==> config.mk <==
export PLATFORM = sky130hd
export DESIGN_NAME = noc_local_inject_queue
export DESIGN_NICKNAME = d
export VERILOG_FILES = /design/src/rtl/noc_pkg.sv /design/src/rtl/noc_inject_fifo.sv /design/src/rtl/noc_local_inject_queue.sv
export SDC_FILE = /design/constraint.sdc
export NUM_CORES = 1
export LEC_CHECK = 0
export BUFFER_PORTS_ARGS = -buffer_cell sky130_fd_sc_hd__buf_2
export CORE_AREA = 10 10 108 119
export CTS_BUF_LIST = sky130_fd_sc_hd__clkbuf_16
export CTS_CLUSTER_SIZE = 8
export DETAILED_ROUTE_END_ITERATION = 6
export DIE_AREA = 0 0 118 129
export MAX_ROUTING_LAYER = met4
export PLACE_DENSITY = 0.75
export RECOVER_POWER = 50
export SYNTH_ARGS = -nofsm -noshare
export SYNTH_HDL_FRONTEND = slang
export SYNTH_HIERARCHICAL = 1
export SYNTH_SLANG_ARGS = --single-unit
==> constraint.sdc <==
create_clock -name clk -period 2.56 [get_ports clk]
set_input_delay 0.384 -clock clk [delete_from_list [all_inputs] [get_ports clk]]
set_output_delay 0.384 -clock clk [all_outputs]
set_load 0.005 [all_outputs]
==> src/rtl/noc_pkg.sv <==
// Shared NoC definitions: flit preamble layout and the injection framing states.
package noc;

    // Sits at the MSBs of every flit: [Width-1]=head, [Width-2]=tail.
    typedef struct packed {
        logic head;
        logic tail;
    } preamble_t;

    typedef enum logic [0:0] {
        IDLE = 1'b0,
        BODY = 1'b1
    } inject_state_t;

endpackage

==> src/rtl/noc_inject_fifo.sv <==
// Flop-based FIFO with wrap-bit counters.
// The head entry is read straight out of the storage flops.
module noc_inject_fifo #(
    parameter int Width = 32,
    parameter int Depth = 4
) (
    input  logic                       clk,
    input  logic                       rst,
    input  logic                       wr_en,
    input  logic [Width-1:0]           wr_data,
    input  logic                       rd_en,
    output logic [Width-1:0]           rd_data,
    output logic [$clog2(Depth):0]     count
);
    localparam int AW = $clog2(Depth);

    logic [AW:0]      wr_cnt;
    logic [AW:0]      rd_cnt;
    logic [Width-1:0] mem [Depth];

    always_ff @(posedge clk) begin
        if (rst) begin
            wr_cnt <= '0;
            rd_cnt <= '0;
        end else begin
            if (wr_en) wr_cnt <= wr_cnt + (AW+1)'(1);
            if (rd_en) rd_cnt <= rd_cnt + (AW+1)'(1);
        end
    end

    // Storage is not reset; the counters alone define validity.
    always_ff @(posedge clk) begin
        if (wr_en) mem[wr_cnt[AW-1:0]] <= wr_data;
    end

    assign rd_data = mem[rd_cnt[AW-1:0]];
    assign count   = wr_cnt - rd_cnt;

endmodule

==> src/rtl/noc_local_inject_queue.sv <==
// Tile-to-router injection queue with packet framing checks.
// Define NOC_INJECT_SAF_EN for store-and-forward presentation of packets.
//
// state | meaning
// IDLE  | between packets, next accepted flit must be a head
// BODY  | head accepted, waiting for body/tail flits
module noc_local_inject_queue #(
    parameter int Width       = 32,
    parameter int Depth       = 4,
    parameter int MaxPktFlits = 16
) (
    input  logic                       clk,
    input  logic                       rst,
    input  logic [Width-1:0]           in_data,
    input  logic                       in_valid,
    output logic                       in_ready,
    output logic [Width-1:0]           data_p_out,
    output logic                       data_void_out,
    input  logic                       stop_in,
    output logic [$clog2(Depth):0]     occupancy,
    output logic                       frame_err
);
    import noc::*;

    localparam int CW  = $clog2(Depth) + 1;
    localparam int FCW = $clog2(MaxPktFlits + 1);

    logic             enq;
    logic             deq;
    logic [CW-1:0]    count;
    logic [CW-1:0]    count_nxt;
    logic [Width-1:0] head_data;
    logic             empty_q;
    preamble_t        in_pre;

    inject_state_t    state;
    logic [FCW-1:0]   flit_cnt;

    assign in_pre    = preamble_t'(in_data[Width-1 -: 2]);
    assign enq       = in_valid & in_ready;
    assign deq       = ~data_void_out & ~stop_in;
    assign count_nxt = count + CW'(enq) - CW'(deq);

    noc_inject_fifo #(
        .Width (Width),
        .Depth (Depth)
    ) u_fifo (
        .clk     (clk),
        .rst     (rst),
        .wr_en   (enq),
        .wr_data (in_data),
        .rd_en   (deq),
        .rd_data (head_data),
        .count   (count)
    );

    assign data_p_out = head_data;
    assign occupancy  = count;

    always_ff @(posedge clk) begin
        if (rst) begin
            in_ready <= 1'b0;
            empty_q  <= 1'b1;
        end else begin
            in_ready <= (count_nxt != CW'(Depth));
            empty_q  <= (count_nxt == '0);
        end
    end

`ifdef NOC_INJECT_SAF_EN
    logic [CW-1:0] complete_pkts;

    always_ff @(posedge clk) begin
        if (rst) begin
            complete_pkts <= '0;
        end else begin
            complete_pkts <= complete_pkts + CW'(enq & in_pre.tail)
                                           - CW'(deq & head_data[Width-2]);
        end
    end

    // A head waits until its whole packet is stored; only registered terms,
    // so the output cannot change while the router holds stop.
    assign data_void_out = empty_q | (head_data[Width-1] & (complete_pkts == '0));
`else
    assign data_void_out = empty_q;
`endif

    always_ff @(posedge clk) begin
        if (rst) begin
            state     <= IDLE;
            flit_cnt  <= '0;
            frame_err <= 1'b0;
        end else if (enq) begin
            case (state)
                IDLE: begin
                    if (!in_pre.head) begin
                        frame_err <= 1'b1;
                    end else if (!in_pre.tail) begin
                        state    <= BODY;
                        flit_cnt <= FCW'(1);
                    end
                end
                BODY: begin
                    if (in_pre.head) begin
                        // Unexpected head restarts the packet.
                        frame_err <= 1'b1;
                        if (in_pre.tail) state <= IDLE;
                        else             flit_cnt <= FCW'(1);
                    end else if (in_pre.tail) begin
                        state <= IDLE;
                    end else if (flit_cnt == FCW'(MaxPktFlits - 1)) begin
                        frame_err <= 1'b1;
                        state     <= IDLE;
                    end else begin
                        flit_cnt <= flit_cnt + FCW'(1);
                    end
                end
                default: state <= IDLE;
            endcase
        end
    end

endmodule

* Word-level counts from Yosys, hierarchy flattened
Memory sizes are Yosys's and may differ from the RTL's. A register that Yosys moved wholly into a read port is not among the register bits. Index checks and enable logic that the tools add are counted.
Cells by class: $add $sub $neg 6, bitwise logic cells 5, multiplexer cells 21, equal/unequal tests 7, reductions and logical operators 3
Operators by type and width (number):
- $mux W5 | 5
- $mux W1 | 11
- $pmux W5 S2 | 1
- $ne A3 B3 Y1 const B | 3
- $reduce_and A4 Y1 | 2
- $add A3 B1 Y3 const B | 2
- $add A5 B1 Y5 const B | 1
- $eq A5 B4 Y1 const B | 1
- $mux W2 | 2
- $ne A2 B2 Y1 const B | 2
- $pmux W1 S2 | 2
- $add A3 B1 Y3 | 1
- $logic_not A3 Y1 | 1
- $ne A3 B2 Y1 const B | 1
- $not A1 Y1 | 3
- $sub A3 B1 Y3 | 1
- $sub A3 B3 Y3 | 1
- $and A1 B1 Y1 | 2
Word-level totals: RAM bits 128, register bits 15, output and inout bits 38, word-level logic and storage cells 50, memories kept 1
Memories:
- u_fifo.mem | depth 4, bits a word 32, read ports 1, clocked after Yosys merged registers in 1, wr ports 1, line noc_inject_fifo.sv:19 | logic [Width-1:0] mem [Depth];

* Logic depth before layout (Yosys ltp)
Gate-level depths: netlist of the first run.
depth after elaboration 5, depth in mapped cells 8, depth with buffers taken out 8

* Modules after synthesis
The synthesis of the first run kept the hierarchy.
Modules (own cells, without submodules):
- noc_inject_fifo | times used 1, cells an instance 208, sequential area each 4003.8 um^2, area each 5076.1 um^2
- noc_local_inject_queue | times used 1, cells an instance 59, sequential area each 180.2 um^2, area each 513.0 um^2

* Least setup slack after synthesis of the first run
No wires, ideal clock.
path kind reg2reg, start point reg u_fifo.wr_cnt[0], end point reg in_ready, setup time 128 ps, arrival time 1935 ps, path slack 497 ps, stages on the path, launching flop included 9, cells stage by stage dfxtp_1 > inv_1 > ha_1 > fa_1 > inv_1 > inv_1 > fa_1 > xnor2_1 > a21oi_1
On the way: longest elaborated chain between the ends 4
Ends and longest elaborated chain:
- start, declared | line noc_inject_fifo.sv:17 | logic [AW:0] wr_cnt;
- start signal, assigned | line noc_inject_fifo.sv:26 | if (wr_en) wr_cnt <= wr_cnt + (AW+1)'(1);
- $sub A3 B3 Y3 | line noc_inject_fifo.sv:37 | assign count = wr_cnt - rd_cnt;
- named net occupancy[1] | line noc_local_inject_queue.sv:20 | output logic [$clog2(Depth):0] occupancy,
- $add A3 B1 Y3 | line noc_local_inject_queue.sv:42 | assign count_nxt = count + CW'(enq) - CW'(deq);
- $sub A3 B1 Y3 | line noc_local_inject_queue.sv:42
- $ne A3 B3 Y1 | line noc_local_inject_queue.sv:65 | in_ready <= (count_nxt != CW'(Depth));
- end signal, assigned | line noc_local_inject_queue.sv:65
- end, declared | line noc_local_inject_queue.sv:16 | output logic in_ready,
The timed path passes the listed nets, and every way through them passes these cells. A chain may end at the register's enable or synchronous reset.

* Worst setup path in the final report of the first run
start point reg u_fifo.wr_cnt[0], end point out occupancy[2]
On the way: longest elaborated chain between the ends 1
Ends and longest elaborated chain (line):
- $sub A3 B3 Y3 | noc_inject_fifo.sv:37
- end, declared | noc_local_inject_queue.sv:20
No other way between the ends.

==> flow_metrics.tcl, run 1 <==
set metrics [dict create \
    core_um2 10300 \
    worst_setup_path_start_kind "flip-flop" \
    synthFlopType "sky130_fd_sc_hd__edfxtp_1" \
    max_cap_violations 0 \
    leak_pwr_nw 2.29 \
    place.detailed.instances 483 \
    cts.sinks 145 \
    period_share_pct 94.4 \
    io_buffers 73 \
    critical_path.max_fanout 4 \
    postLayoutCellArea_um2 6710 \
    post-route-drc-count 0 \
    initial_antenna_violation_count 0 \
    hold_path_class "in2reg" \
    r2r.worst_path.cells 8 \
    cellPowerDensity_nw_per_um2 949 \
    timing.final.ws_setup_ns 0.142 \
    whs_endpoint "u_fifo/mem[1][9]" \
    floorplan.rows 39 \
    syn_avg_cell_area_um2 20.9 \
    globalplace.congestion 0.763 \
    timing.final.setup_violations 0 \
    routed_wire_length_per_instance_um 19.3 \
    postSynthNetCount 315 \
    worst_setup_path_end_kind "output port" \
    placed_area_um2 6180 \
    totalNegativeSetupSlack_ns 0 \
    netlist_area_um2 5590 \
    post_synth_inst_count 267 \
    gr-total-overflow 0 \
    slew-limit-headroom_pct 46.3 \
    top_level_ports 74 \
    die-area_um2 15200 \
    first_global_vias 3020 \
    report.final.slew_viol_count 0 \
    die_width_um 118 \
    worst_ep_arrival_time_ns 2.03 \
    synth_top_cell_by_area "sky130_fd_sc_hd__edfxtp_1" \
    groute.usage.overall_pct 14.2 \
    cpMaxStageDelayCell "sky130_fd_sc_hd__dfxtp_1" \
    drt.antenna.violating_nets 0 \
    most_frequent_cells_after_synthesis "sky130_fd_sc_hd__edfxtp_1 (128), sky130_fd_sc_hd__mux4_2 (30), sky130_fd_sc_hd__dfxtp_1 (17)" \
    synth_async_sr_flop_share_pct 0 \
    post_cts_buffers 0 \
    hold_buffers 0 \
    dr_vias_cell 5.31 \
    worst_margin_slew_ns 0.806 \
    cts.htree.levels 4 \
    layout-area-overhead-vs-synth_pct 20.1 \
    worst_r2r_endpoint "in_ready" \
    critPathRequiredTime_ns 2.18 \
    worst_path_largest_cell_delay_ns 0.39 \
    synth_top_area_share_pct 68.8 \
    pre_cts_ws_ns 0.332 \
    yosysMostFrequentCell "sky130_fd_sc_hd__edfxtp_1" \
    cts_repair_resize_count 0 \
    cell_type_with_the_highest_occurrence_count_on_the_critical_path "sky130_fd_sc_hd__xnor2_1" \
    synth-seq-cells 145 \
    antennaDiodeCount 0 \
    starting_utilization_of_the_core_area_pct 54.0 \
    hold_path.startpoint "in_data[9]" \
    critical_path.cell_chain "inv_1 > ha_1 > fa_1 > xnor2_1 > xnor2_1 > buf_2" \
    netlist-cell-type-count 35 \
    synth-seq-area-share_pct 74.9 \
    route.vias.total 2737 \
    cts_tree "yes" \
    number_of_flops_mapped_to_enable_cells_by_yosys 128 \
    utilization_pct 64.9 \
    fin_crit_ns 2.42 \
    outcome "completed" \
    grt_pass1_wl_um 15800 \
    ys_top_cells_by_area "sky130_fd_sc_hd__edfxtp_1 (69%), sky130_fd_sc_hd__mux4_2 (12%), sky130_fd_sc_hd__dfxtp_1 (6.1%), sky130_fd_sc_hd__ha_1 (2.2%), sky130_fd_sc_hd__buf_12 (1.1%)" \
    clk_transition_reported_paths_ns 0.06 \
    dr.first_iter.drc_count 153 \
    critPathKind "reg2out" \
    grt_max_degree 33 \
    yosysWarnings 6 \
    worst_skew_pair.late_latency_ns 0.41 \
    regToRegSetupSlack_ns 0.35 \
    drt_first_pass_iters 5 \
    fp.dieH_um 129 \
    route.final.wire_length_um 9930 \
    timing.rr.start "u_fifo/wr_cnt[0]" \
    layout-drive-gt1-share_pct 30.4 \
    hold-path-cell-count 1 \
    post_layout_nonfiller_instances 515 \
    worst_ir_drop_vdd_mv 0.516 \
    cts.root.buffer_cell "sky130_fd_sc_hd__clkbuf_16" \
    fmaxAchievable_ghz 0.414 \
    timing.hold.ws_ns 0.226 \
    detailed_place_hpwl_um 6510 \
    finalClockSkew_ns 0.00869 \
    final_hold_viol_count 0 \
    cts-buffers-inserted 17 \
    total_power_mw 6.37 \
    rsz0062_at_grt "no" \
    finalNetCount 407 \
    cts_buffer_depth 2 \
]
sequential cells by signal, indices dropped and copies added, names as in the netlist, named ones only:
signal,count
u_fifo/mem,128
flit_cnt,5
u_fifo/rd_cnt,3
u_fifo/wr_cnt,3
data_void_out,1
frame_err,1
in_ready,1
state,1
layer usage:
metal	vias up	share of wire [%]	track usage (%)
li1	1264	-	-
met4	0	1.5	5.60
met1	1387	41	15.4
met2	75	53	23.4
met3	11	5.3	5.34
met5	-	0	-
layout make-up:
class                      instances  area (um2)
clock buffer                      20         500
multi-input combinational        100        1260
inverter                          13        48.8
tap                              143         179
timing repair buffer              82         448
fill                             770        3630
clock inverter                    12        87.6
sequential                       145        4190
where the power goes:
part / leakage (nW) / internal [mW] / switching (mW) / total [mW]
logic: 0.678 / 0.577 / 0.551 / 1.13
registers: 1.30 / 2.79 / 0.0831 / 2.87
clock network: 0.308 / 1.49 / 0.877 / 2.37
total: 2.29 / 4.86 / 1.51 / 6.37
worst max-delay path: cells and delay by family, from the launching register on:
kind       cells  cell delay, ns
fa+ha+maj      2            0.61
flops          1            0.39
xor+xnor       2            0.37
buf+inv        2            0.26
cell usage in the layout, fill, tap and decap left out, types with 2 or more instances in the layout:
cell type,instances
sky130_fd_sc_hd__nor2b_1,2
sky130_fd_sc_hd__buf_2,38
sky130_fd_sc_hd__clkinv_2,5
sky130_fd_sc_hd__mux2i_1,2
sky130_fd_sc_hd__a21bo_2,2
sky130_fd_sc_hd__a21oi_1,10
sky130_fd_sc_hd__nor2_1,8
sky130_fd_sc_hd__dfxtp_1,15
sky130_fd_sc_hd__dfxtp_2,2
sky130_fd_sc_hd__mux4_2,30
sky130_fd_sc_hd__inv_1,15
sky130_fd_sc_hd__o31ai_1,2
sky130_fd_sc_hd__clkinv_4,2
sky130_fd_sc_hd__nand3b_1,2
sky130_fd_sc_hd__buf_12,5
sky130_fd_sc_hd__clkbuf_16,20
sky130_fd_sc_hd__fa_1,2
sky130_fd_sc_hd__nand2_1,4
sky130_fd_sc_hd__xnor2_1,5
sky130_fd_sc_hd__mux4_1,2
sky130_fd_sc_hd__clkbuf_1,36
sky130_fd_sc_hd__inv_2,2
sky130_fd_sc_hd__and2_0,3
sky130_fd_sc_hd__ha_1,10
sky130_fd_sc_hd__edfxtp_1,128
sky130_fd_sc_hd__or3_1,2
sky130_fd_sc_hd__or4_1,2
sky130_fd_sc_hd__buf_4,3
cells by family (layout without fill, tap and decap cells):
group           Yosys count  count (layout)  share of synthesized area [%]
simple gates             30              30                           2.95
buf+inv                  22             127                           2.55
compound gates           18              18                           2.35
flops                   145             145                           74.9
fa+ha+maj                12              12                           2.96
mux                      34              34                           13.4
xor+xnor                  6               6                          0.940
how the worst max path moves through the flow:
stage	startpoint	slack (ns)	cells past startpoint	end
after floorplan	u_fifo/wr_cnt[0]	0.50	8	in_ready
after global placement	u_fifo/wr_cnt[0]	0.45	8	in_ready
after detailed placement	u_fifo/wr_cnt[0]	0.33	8	in_ready
after CTS	u_fifo/wr_cnt[0]	0.12	6	occupancy[2]
after global routing	u_fifo/wr_cnt[0]	0.04	6	occupancy[2]
final	u_fifo/wr_cnt[0]	0.14	6	occupancy[2]
(Power assumes the default switching activity.)
==> run 2: changes to the inputs <==
--- a/config.mk
+++ b/config.mk
@@ -5,14 +5,14 @@
 export SDC_FILE = /design/constraint.sdc
 export NUM_CORES = 1
 export LEC_CHECK = 0
-export BUFFER_PORTS_ARGS = -buffer_cell sky130_fd_sc_hd__buf_2
 export CORE_AREA = 10 10 108 119
 export CTS_BUF_LIST = sky130_fd_sc_hd__clkbuf_16
 export CTS_CLUSTER_SIZE = 8
 export DETAILED_ROUTE_END_ITERATION = 6
 export DIE_AREA = 0 0 118 129
+export DONT_BUFFER_PORTS = 1
 export MAX_ROUTING_LAYER = met4
-export PLACE_DENSITY = 0.75
+export PLACE_DENSITY = 0.69
 export RECOVER_POWER = 50
 export SYNTH_ARGS = -nofsm -noshare
 export SYNTH_HDL_FRONTEND = slang
==> flow_metrics.tcl, run 2 (same netlist as run 1, synthesis figures left out) <==
set metrics [dict create \
    rsz0062_at_grt "no" \
    top_level_ports 74 \
    share_clk_of_total_power_pct 38.1 \
    cts_repair_resize_count 0 \
    worst_setup_path_end_kind "output port" \
    dr_vias_cell 5.46 \
    layout-drive-gt1-share_pct 24.6 \
    critPathKind "reg2out" \
    leak_pwr_nw 2.05 \
    timing.final.setup_violations 0 \
    cellPowerDensity_nw_per_um2 957 \
    final_common_cell "sky130_fd_sc_hd__edfxtp_1" \
    cts.htree.levels 4 \
    layout-area-overhead-vs-synth_pct 13.8 \
    max_cap_violations 0 \
    cts_buffer_depth 2 \
    worst_skew_pair.late_latency_ns 0.40 \
    io_buffers 0 \
    totalNegativeSetupSlack_ns 0 \
    route.final.wire_length_um 9250 \
    first_global_vias 2599 \
    gr-total-overflow 0 \
    post_layout_nonfiller_instances 440 \
    fin_crit_ns 2.27 \
    worst_margin_slew_ns 0.705 \
    hold_path_class "in2reg" \
    slew-limit-headroom_pct 52.9 \
    place.detailed.instances 408 \
    intPower_mw 4.64 \
    netSwitchingFraction_pct 23.7 \
    routed_wire_length_per_instance_um 21.0 \
    pre_cts_ws_ns 0.352 \
    drt_first_pass_iters 4 \
    starting_utilization_of_the_core_area_pct 54.0 \
    pwr-share-comb_pct 14.7 \
    finalNetCount 332 \
    total_switching_power_mw 1.44 \
    drt.antenna.violating_nets 0 \
    worst_setup_path_start_kind "flip-flop" \
    groute.usage.overall_pct 13.5 \
    post_cts_buffers 0 \
    fmaxAchievable_ghz 0.440 \
    post-route-drc-count 0 \
    finalClockSkew_ns 0.00760 \
    final_hold_viol_count 0 \
    route.vias.total 2401 \
    seq_power_share_pct 47.2 \
    total_power_mw 6.08 \
    clk_transition_reported_paths_ns 0.06 \
    detailed_place_hpwl_um 6010 \
    layout.cells.most_common_list "sky130_fd_sc_hd__edfxtp_1 (128), sky130_fd_sc_hd__mux4_2 (30), sky130_fd_sc_hd__clkbuf_16 (17)" \
    floorplan.rows 39 \
    die_width_um 118 \
    critPathRequiredTime_ns 2.18 \
    cts.sinks 145 \
    grt_pass1_wl_um 14900 \
    worst_ir_drop_vdd_mv 0.531 \
    fp.dieH_um 129 \
    hold_buffers 0 \
    cts-buffers-inserted 17 \
    cts.root.buffer_cell "sky130_fd_sc_hd__clkbuf_16" \
    cts_tree "yes" \
    antennaDiodeCount 0 \
    dr.first_iter.drc_count 130 \
    report.final.slew_viol_count 0 \
    core_um2 10300 \
    largest_register_ff_count 128 \
    outcome "completed" \
    period_share_pct 88.8 \
    timing.final.ws_setup_ns 0.287 \
    worst_ep_arrival_time_ns 1.89 \
    globalplace.congestion 0.702 \
    initial_antenna_violation_count 0 \
    grt_max_degree 33 \
    critical_path.max_fanout 4 \
    die-area_um2 15200 \
]
[run 2: changes by cell type in the layout (fill, tap and decap cells not counted), moves of 2 or more]
cell | before | now
sky130_fd_sc_hd__buf_2 | 38 | 0
sky130_fd_sc_hd__buf_4 | 3 | 1
sky130_fd_sc_hd__clkbuf_1 | 36 | 1
sky130_fd_sc_hd__clkbuf_16 | 20 | 17
sky130_fd_sc_hd__clkinvlp_4 | 0 | 4
sky130_fd_sc_hd__inv_2 | 2 | 0
sky130_fd_sc_hd__inv_6 | 0 | 2
[run 2: area by class of cell]
| class | count | area [um2] |
|---|---|---|
| fill | 763 | 3990 |
| tap | 143 | 179 |
| clock buffer | 17 | 425 |
| multi-input combinational | 100 | 1260 |
| clock inverter | 15 | 144 |
| sequential | 145 | 4190 |
| inverter | 13 | 48.8 |
| timing repair buffer | 7 | 111 |
[run 2: per-stage QoR]
stage / hold WS (ns) / area (um2) / util [%]
4_1_cts: 0.0197 / 6370 / 61.5
3_3_place_gp: 0.437 / 5800 / 56.0
2_1_floorplan: 0.432 / 5590 / -
5_1_grt: 0.0185 / 6360 / 61.5
3_5_place_dp: 0.443 / 5800 / 56.0
6_report: 0.0396 / 6360 / 61.5
[run 2: power groups by stage]
stage	logic [mW]	registers [mW]	clock network, mW
after floorplan	0.767	2.89	0
after global placement	0.928	2.92	0
after detailed placement	0.939	2.93	0
after CTS	0.940	2.88	2.37
after global routing	1.00	2.90	2.48
final	0.894	2.87	2.31
[run 2: path summary, 6_finish.rpt]
check,start,to,slack [ns],cells after the start
max,u_fifo/wr_cnt[0],occupancy[2],0.29,5
min reg2reg,flit_cnt[4],flit_cnt[4],0.45,2
max reg2reg,u_fifo/wr_cnt[0],in_ready,0.38,8
min,rst,flip-flop,0.04,1
[run 2: worst max-delay path, cell delays in order (launching register included)]
cell                      delay (ns)
sky130_fd_sc_hd__dfxtp_1        0.39
sky130_fd_sc_hd__inv_1          0.10
sky130_fd_sc_hd__ha_1           0.21
sky130_fd_sc_hd__fa_1           0.38
sky130_fd_sc_hd__xnor2_1        0.15
sky130_fd_sc_hd__xnor2_1        0.27
[run 2: per-layer routing]
metal	track usage, %	vias up	share of wire, %
li1	-	1099	-
met1	13.9	1235	39
met2	22.1	60	53
met3	5.99	7	7.2
met4	5.90	0	0.99
met5	-	-	0
==> run 3: changes to the inputs <==
--- a/config.mk
+++ b/config.mk
@@ -6,7 +6,6 @@
 export NUM_CORES = 1
 export LEC_CHECK = 0
 export CORE_AREA = 10 10 108 119
-export CTS_BUF_LIST = sky130_fd_sc_hd__clkbuf_16
 export CTS_CLUSTER_SIZE = 8
 export DETAILED_ROUTE_END_ITERATION = 6
 export DIE_AREA = 0 0 118 129
==> flow_metrics.tcl, run 3 (same netlist as run 1, synthesis figures left out) <==
set metrics [dict create \
    outcome "completed" \
    grt_max_degree 33 \
    utilization_pct 61.5 \
    grt_pass1_wl_um 14900 \
    finalNetCount 332 \
    fmaxAchievable_ghz 0.440 \
    hold_path_class "in2reg" \
    fin_crit_ns 2.27 \
    cts.htree.levels 4 \
    worst_skew_pair.late_latency_ns 0.40 \
    fp.dieH_um 129 \
    cts-buffers-inserted 17 \
    report.final.slew_viol_count 0 \
    cts_repair_resize_count 0 \
    post-route-drc-count 0 \
    leak_pwr_nw 2.04 \
    rsz0062_at_grt "no" \
    largest_register_ff_count 128 \
    critPathKind "reg2out" \
    worst_ep_arrival_time_ns 1.89 \
    core_um2 10300 \
    globalplace.congestion 0.702 \
    worst_ir_drop_vdd_mv 0.531 \
    floorplan.rows 39 \
    cts.sinks 145 \
    worst_margin_slew_ns 0.705 \
    cts_tree "yes" \
    die_width_um 118 \
    layout.cells.most_common_list "sky130_fd_sc_hd__edfxtp_1 (128), sky130_fd_sc_hd__mux4_2 (30), sky130_fd_sc_hd__clkbuf_16 (17)" \
    top_level_ports 74 \
    timing.final.setup_violations 0 \
    drt_first_pass_iters 4 \
    clk_transition_reported_paths_ns 0.06 \
    cts.root.buffer_cell "sky130_fd_sc_hd__clkbuf_16" \
    dr_vias_cell 5.45 \
    first_global_vias 2599 \
    critical_path.max_fanout 4 \
    worst_setup_path_end_kind "output port" \
    max_cap_violations 0 \
    route.vias.total 2400 \
    critPathRequiredTime_ns 2.18 \
    post_cts_buffers 0 \
    cellPowerDensity_nw_per_um2 957 \
    hold-path-cell-count 1 \
    starting_utilization_of_the_core_area_pct 54.0 \
    groute.usage.overall_pct 13.5 \
    finalClockSkew_ns 0.00760 \
    layout-drive-gt1-share_pct 24.6 \
    drt.antenna.violating_nets 0 \
    routed_wire_length_per_instance_um 21.0 \
    cts_buffer_depth 2 \
    antennaDiodeCount 0 \
    slew-limit-headroom_pct 52.9 \
    totalNegativeSetupSlack_ns 0 \
    hold_buffers 0 \
    io_buffers 0 \
    initial_antenna_violation_count 0 \
    die-area_um2 15200 \
    route.final.wire_length_um 9250 \
    final_common_cell "sky130_fd_sc_hd__edfxtp_1" \
    detailed_place_hpwl_um 6010 \
    total_power_mw 6.09 \
    timing.hold.ws_ns 0.0396 \
    r2r.worst_path.cells 8 \
    worst_setup_path_start_kind "flip-flop" \
    final_hold_viol_count 0 \
    gr-total-overflow 0 \
    period_share_pct 88.8 \
    layout-area-overhead-vs-synth_pct 13.8 \
    dr.first_iter.drc_count 130 \
    fillers 763 \
]
-- run 3: changes by cell type in the layout (fill, tap and decap cells not counted), sizes merged --
cell    change
inv         -1
clkbuf      +1
-- run 3: critical path: stages, from the launching register on --
cell and delay, ns:
sky130_fd_sc_hd__dfxtp_1 0.39, sky130_fd_sc_hd__inv_1 0.10, sky130_fd_sc_hd__ha_1 0.21, sky130_fd_sc_hd__fa_1 0.38
sky130_fd_sc_hd__xnor2_1 0.15, sky130_fd_sc_hd__xnor2_1 0.27
-- run 3: worst paths after layout --
path / slack, ns / from / end
max: 0.29 / u_fifo/wr_cnt[0] / occupancy[2]
min: 0.04 / rst / flip-flop
max reg2reg: 0.38 / u_fifo/wr_cnt[0] / in_ready
min reg2reg: 0.45 / flit_cnt[4] / flit_cnt[4]
-- run 3: area by class of cell --
type	instances	area, um2	share of cell area [%]
flip-flops and latches	145	4190	65.8
multi-input cells	100	1260	19.9
clock buffers	18	429	6.75
well taps	143	179	2.81
clock inverters	14	140	2.20
repair buffers	7	111	1.75
inverters	13	48.8	0.767
-- run 3: per-layer routing --
metal,vias to the layer above,routed length [um],GRT usage (%)
li1,1099,-,-
met1,1234,3620,13.9
met2,60,4880,22.1
met3,7,663,5.99
met4,0,92,5.90
met5,-,0,-
-- run 3: per-stage QoR --
step	std cells	instance area (um2)	setup slack, ns
2_1_floorplan	267	5590	0.497
3_3_place_gp	408	5800	0.393
3_5_place_dp	408	5800	0.352
4_1_cts	440	6370	0.239
5_1_grt	440	6360	0.0918
6_report	440	6360	0.287
-- run 3: where the power goes --
group | switching (mW) | internal (mW) | total, mW
sequential | 0.0823 | 2.79 | 2.87
clock | 0.891 | 1.43 | 2.32
combinational | 0.470 | 0.424 | 0.894
total | 1.44 | 4.64 | 6.09
